<file path="src/rtl/mem_port_arbiter.sv">
// Arbitrates the shared 64-bit memory port between instruction fetch and load/store.
// Fixed-latency reads are returned to the owning requester; stores take a single write cycle.
module mem_port_arbiter #(
  parameter int unsigned MEM_LAT = 1,
  parameter int unsigned ADDR_W  = 64,
  parameter int unsigned DATA_W  = 64
) (
  input  logic              clk,
  input  logic              rst,
  input  logic              if_req,
  input  logic [ADDR_W-1:0] if_addr,
  output logic              if_gnt,
  output logic              if_rvalid,
  output logic [31:0]       if_rdata,
  input  logic              d_req,
  input  logic              d_we,
  input  logic [ADDR_W-1:0] d_addr,
  input  logic [DATA_W-1:0] d_wdata,
  output logic              d_gnt,
  output logic              d_rvalid,
  output logic [DATA_W-1:0] d_rdata,
  output logic [ADDR_W-1:0] mem_addr,
  output logic [DATA_W-1:0] mem_wdata,
  output logic              mem_wr,
  input  logic [DATA_W-1:0] mem_rdata,
  output logic              busy
);

  localparam int unsigned CNT_W = 3;
  localparam logic OWN_FETCH = 1'b0;
  localparam logic OWN_DATA  = 1'b1;

  typedef enum logic [1:0] {IDLE, RD_WAIT, WR} state_t;

  state_t            state;
  logic [ADDR_W-1:0] addr_q;
  logic [DATA_W-1:0] wdata_q;
  logic              owner_q;
  logic              last_q;
  logic              half_q;
  logic [CNT_W-1:0]  cnt_q;

  logic idle;
  logic grant_d;
  logic grant_if;
  logic rd_done;
  logic unused;

  // Grants only from IDLE; on contention the requester that did not win last time goes first.
  // Gated by rst so the grant outputs are also low during reset.
  assign idle     = (state == IDLE);
  assign grant_d  = rst & idle & d_req  & (~if_req | (last_q == OWN_FETCH));
  assign grant_if = rst & idle & if_req & (~d_req  | (last_q == OWN_DATA));
  assign rd_done  = (state == RD_WAIT) && (cnt_q == CNT_W'(MEM_LAT));

  assign if_gnt    = grant_if;
  assign d_gnt     = grant_d;
  assign if_rvalid = rd_done & (owner_q == OWN_FETCH);
  assign d_rvalid  = rd_done & (owner_q == OWN_DATA);
  assign if_rdata  = if_rvalid ? (half_q ? mem_rdata[63:32] : mem_rdata[31:0]) : 32'd0;
  assign d_rdata   = d_rvalid ? mem_rdata : '0;
  assign mem_addr  = addr_q;
  assign mem_wdata = wdata_q;
  assign mem_wr    = (state == WR);
  assign busy      = ~idle;

  // Word alignment of fetches makes the low fetch address bits irrelevant.
  assign unused = ^if_addr[1:0];

  always_ff @(posedge clk or negedge rst) begin
    if (!rst) begin
      state   <= IDLE;
      addr_q  <= '0;
      wdata_q <= '0;
      owner_q <= OWN_FETCH;
      last_q  <= OWN_FETCH;
      half_q  <= 1'b0;
      cnt_q   <= '0;
    end else begin
      case (state)
        IDLE: begin
          if (grant_d) begin
            owner_q <= OWN_DATA;
            last_q  <= OWN_DATA;
            addr_q  <= d_addr;
            wdata_q <= d_wdata;
            half_q  <= 1'b0;
            cnt_q   <= '0;
            state   <= d_we ? WR : RD_WAIT;
          end else if (grant_if) begin
            owner_q <= OWN_FETCH;
            last_q  <= OWN_FETCH;
            addr_q  <= {if_addr[ADDR_W-1:3], 3'b000};
            half_q  <= if_addr[2];
            cnt_q   <= '0;
            state   <= RD_WAIT;
          end
        end
        RD_WAIT: begin
          if (rd_done) state <= IDLE;
          else         cnt_q <= cnt_q + CNT_W'(1);
        end
        WR:      state <= IDLE;
        default: state <= IDLE;
      endcase
    end
  end

endmodule

</file>
<file path="config.mk">
export PLATFORM = sky130hd
export DESIGN_NAME = mem_port_arbiter
export DESIGN_NICKNAME = d
export VERILOG_FILES = /design/src/rtl/mem_port_arbiter.sv
export SDC_FILE = /design/constraint.sdc
export NUM_CORES = 1
export LEC_CHECK = 0
export ABC_AREA = 0
export ABC_CLOCK_PERIOD_IN_PS = 3700
export CAP_MARGIN = 20
export CORE_AREA = 2 2 190 192
export DETAILED_ROUTE_END_ITERATION = 12
export DIE_AREA = 0 0 192 194
export DONT_BUFFER_PORTS = 1
export SETUP_SLACK_MARGIN = 0.1
export SKIP_CTS_REPAIR_TIMING = 1
export SYNTH_ARGS = -nofsm -noshare
export SYNTH_HDL_FRONTEND = slang
export SYNTH_SLANG_ARGS = --single-unit
</file>
<file path="constraint.sdc">
create_clock -name clk -period 3.7 [get_ports clk]
set_input_delay 0.74 -clock clk [delete_from_list [all_inputs] [get_ports clk]]
set_output_delay 0.74 -clock clk [all_outputs]
set_load 0.01 [all_outputs]
</file>
[Word-level counts from Yosys, hierarchy flattened]
Cells that the tools add are included.
Storage, ports and cells
  flip-flop bits (word level): 135
  input bits: 261
  output and inout bits: 230
  word-level logic and storage cells: 52
Cells by class
  add/sub/neg operators: 1
  equal/unequal tests: 6
  muxes and demuxes: 18
  bitwise gates (word level): 13
  reductions and logical operators: 8
Operators by type and width (count)
  64-bit 2-to-1 mux: 3
  32-bit 2-to-1 mux: 2
  3-bit 2-to-1 mux: 3
  2-bit 2-to-1 mux: 4
  1-bit AND: 7
  3-bit one-hot mux with 2 select lines: 1
  2-bit AND reduction: 3
  1-bit 2-to-1 mux: 4
  2-bit inequality test (second input constant): 2
  1-bit inverter: 4
  2-bit one-hot mux with 2 select lines: 1
  2-bit nonzero test: 2
  3-bit by 1-bit adder with 3-bit output (second input constant): 1
  3-bit by 1-bit equality test with 1-bit output (second input constant): 1
  3-bit inequality test (second input constant): 1
  3-bit AND reduction: 1
  2-bit by 1-bit equality test with 1-bit output (second input constant): 1
  2-bit equality test (second input constant): 1
  2-bit zero test: 1
  1-bit OR: 2
  1-bit logical AND: 1

[Logic depth before layout (Yosys ltp)]
  depth in word-level cells: 7
  depth in mapped cells: 7
  mapped depth without buffers: 5

[Least setup slack after synthesis]
OpenSTA, ideal clock, no wires.
  kind: input to output
  start point: in rst
  end point: out d_gnt
  data arrival time: 1674 ps
  data required time: 2960 ps
  slack: 1286 ps
  cell stages on the path: 5
  path buffers: 3
  path through: or3b_4 -> buf_6 -> nor2_8 -> buf_6 -> buf_8
Between the ends
  word-level cells in the longest chain between the ends: 3
Ends and longest elaborated chain
  start, declared: RTL line 9  | input logic rst,
  1-bit AND (3 in series): RTL line 52  | assign grant_d = rst & idle & d_req & (~if_req | (last_q == OWN_FETCH));
  end, declared: RTL line 19  | output logic d_gnt,
Every way passes these cells.

[Worst setup path in the final report]
  start point: reg cnt_q[1]
  end point: out d_rdata[11]
Between the ends
  word-level cells in the longest chain between the ends: 4
Ends and longest elaborated chain
  start, declared: RTL line 41  | logic [CNT_W-1:0] cnt_q;
  start signal, assigned: RTL line 101  | else cnt_q <= cnt_q + CNT_W'(1);
  3-bit by 1-bit equality test with 1-bit output: RTL line 54  | assign rd_done = (state == RD_WAIT) && (cnt_q == CNT_W'(MEM_LAT));
  1-bit logical AND: RTL line 54
  1-bit AND: RTL line 59  | assign d_rvalid = rd_done & (owner_q == OWN_DATA);
  net d_rvalid: RTL line 20  | output logic d_rvalid,
  64-bit 2-to-1 mux: RTL line 61  | assign d_rdata = d_rvalid ? mem_rdata : '0;
  end, declared: RTL line 21  | output logic [DATA_W-1:0] d_rdata,
The timed path passes the listed nets, and every way through them passes these cells.

==> flow_metrics.env <==
export IMPL_clock_skew_ns=0.01032
export IMPL_port_buffers=0
export IMPL_crit_reg2reg_launch="state[0]"
export IMPL_chipWidth_um=192
export IMPL_criticalPathCategory="flop to output port"
export IMPL_worstMarginPinSlew_ns=0.9518
export IMPL_drt_drc_violations_left=0
export IMPL_worstPathArrival_ns=2.37
export IMPL_synth_enable_flop_cells=0
export IMPL_ys_dominant_reg_cell="dfrtp_1"
export IMPL_cts_htree_levels=4
export IMPL_period_share_pct=84.12
export IMPL_drt_iter0_drc=239
export IMPL_netlist_top_cells_area="dfrtp_1 49%, mux2_2 9.7%, and2_1 5.8%"
export IMPL_synthCells=682
export IMPL_initial_core_util_pct=19.49
export IMPL_cts_buffers=17
export IMPL_yosysTopAreaCell="dfrtp_1"
export IMPL_clock_sinks=135
export IMPL_p_leak_nw=3.022
export IMPL_ir_worst_vdd_mv=0.2885
export IMPL_dieArea_um2=37250
export IMPL_syn_num_nets=945
export IMPL_fin_util_pct=22.67
export IMPL_final_max_slew_viol_count=0
export IMPL_detail_route_wl_per_cell_um=24.12
export IMPL_vias_per_cell=4.864
export IMPL_dpl_hpwl_mm=19.78
export IMPL_reg2regPathDepth=4
export IMPL_period_minus_slack_ns=3.112
export IMPL_grt_pass1_wl_mm=36.16
export IMPL_coreArea_um2=35220
export IMPL_vias=5477
export IMPL_cts_tree="done"
export IMPL_grt_pass1_vias=5168
export IMPL_grt_use_total_pct=13.47
export IMPL_die_height_um=194
export IMPL_seq_area_frac_synth_pct=49.20
export IMPL_ant_nets=0
export IMPL_timing_slew_headroom_pct=36.55
export IMPL_critPathRequiredTime_ns=2.96
export IMPL_fmax_ghz=0.3213
export IMPL_dr_pass1_iters=5
export IMPL_syn_area_um2=6867
export IMPL_io_pins=491
export IMPL_async_flop_share_pct=100.0
export IMPL_grt_max_degree=138
export IMPL_clockBufferDepth=2
export IMPL_rsz0062_at_grt="no"
export IMPL_ys_types=36
export IMPL_layout_drive_gt1_share_pct=18.70
export IMPL_routabilityCongestion=0.7532
export IMPL_synth_top_area_share_pct=49.20
export IMPL_pwr_density_cell_nw_per_um2=871.7
export IMPL_run_status="finished, final reports clean"
export IMPL_postSynthAreaPerCell_um2=10.07
export IMPL_hold_viol=0
export IMPL_ctsRootBufferMaster="clkbuf_16"
export IMPL_setup_viol=0
export IMPL_hp_class="primary input to asynchronous set/reset pin"
export IMPL_grt_overflow_total=0
export IMPL_routed_wirelength_mm=27.16
export IMPL_ys_seq_elements=135
export IMPL_crit_fanout=65
export IMPL_n_fill_cell=3786
export IMPL_yosysMostFrequentCell="dfrtp_1"
export IMPL_syn_to_final_growth_pct=16.31
export IMPL_nets=913
export IMPL_fin_setup_tns_ns=0
export IMPL_rrSetupSlack_ns=1.38
export IMPL_r2r_end="mem_wdata[19]"
export IMPL_start_kind="flop"
export IMPL_worst_skew_pair_late_latency_ns=0.42
export IMPL_crit_start="cnt_q[1]"
export IMPL_antenna_found_initial=2
export IMPL_synthTopCellsByCount="135 x dfrtp_1, 65 x o21ai_0, 64 x and2_1"
export IMPL_end_kind="output port"
export IMPL_fp_row_count=69
export IMPL_endpoint="d_rdata[11]"
export IMPL_synth_warnings=0
export IMPL_cap_violations=0
export IMPL_clk_pin_slew_ns=0.07
## logic make-up (layout without fill, tap and decap cells)
kind of cell	count (synthesis)	count (layout)	share of synthesized area, %
buffers and inverters	72	53	4.811
flip-flops	135	135	49.20
AND/OR/NAND/NOR	179	179	14.18
other	0	2	0
adder cells (fa/ha/maj)	2	2	0.3644
AO/OA/AOI/OAI	198	198	16.02
multiplexers	96	96	15.43
## state kept, by name, summed over array words and instances, names as in the netlist
| name | flops |
|---|---|
| last_q | 1 |
| mem_addr | 64 |
| state | 2 |
| mem_wdata | 64 |
| cnt_q | 3 |
| half_q | 1 |
## how the worst min path moves through the flow
stage,startpoint,to,slack [ns],depth (start not counted)
floorplan,rst,cnt_q[0],0.44,0
global placement,rst,mem_wdata[20],0.45,0
detailed placement,rst,mem_wdata[33],0.45,0
CTS,rst,mem_addr[27],-0.03,0
global route,rst,mem_addr[18],0.11,1
finish,rst,mem_addr[54],0.13,1
## placed cells by master, fill, tap and decap left out, types with 5 or more instances in the layout
cell type | synthesis | layout
mux2i_1 | 32 | 32
nand3_1 | 62 | 62
o21ai_0 | 65 | 65
inv_8 | 0 | 5
buf_4 | 5 | 12
mux2_2 | 59 | 59
and2_1 | 64 | 64
clkbuf_16 | 0 | 17
a31oi_1 | 61 | 61
a21oi_1 | 62 | 62
inv_6 | 0 | 5
mux2_4 | 5 | 5
nor2_1 | 34 | 34
dfrtp_1 | 135 | 134
## per-layer routing
metal | vias to the layer above | track usage [%] | wire length (um)
li1 | 2373 | - | -
met1 | 2741 | 15.11 | 10180
met2 | 327 | 23.72 | 13990
met3 | 34 | 3.457 | 2077
met4 | 2 | 6.220 | 900
met5 | - | 0 | 13
## report_power, final
part	switching, mW	internal, mW	leakage [nW]
registers	1.05	2.21	1.56
clock network	0.793	1.10	0.309
logic	0.994	0.820	1.15
## layout make-up
cell class	count	area (um^2)	share of cell area, %
Sequential cell	135	3379	42.32
Multi-Input combinational cell	475	3181	39.82
Tap cell	461	576.8	7.222
Clock buffer	17	425.4	5.327
Clock inverter	15	206.4	2.585
Timing Repair Buffer	17	197.7	2.475
Inverter	4	15.01	0.1880
Antenna cell	2	5.005	0.06267
## stage by stage
step / worst slack (ns) / cell area, um^2 / power [mW] / hold WS (ns) / std cells
global placement: 1.081 / 7282 / 5.001 / 0.4469 / 1089
global route: 0.2675 / 7986 / 7.374 / 0.1110 / 1126
finish: 0.5877 / 7986 / 6.962 / 0.1315 / 1126
floorplan: 1.286 / 6867 / 4.482 / 0.4444 / 682
CTS: 0.5599 / 7914 / 7.002 / -0.02976 / 1121
detailed placement: 1.027 / 7282 / 5.080 / 0.4471 / 1089
## worst max-delay path: stages, from the launching register on
cell,delay (ns)
dfrtp_1,0.40
inv_1,0.07
ha_1,0.15
nor2b_1,0.28
and3_2,0.75
and2_1,0.30
Power figures use the tool's default switching activity.
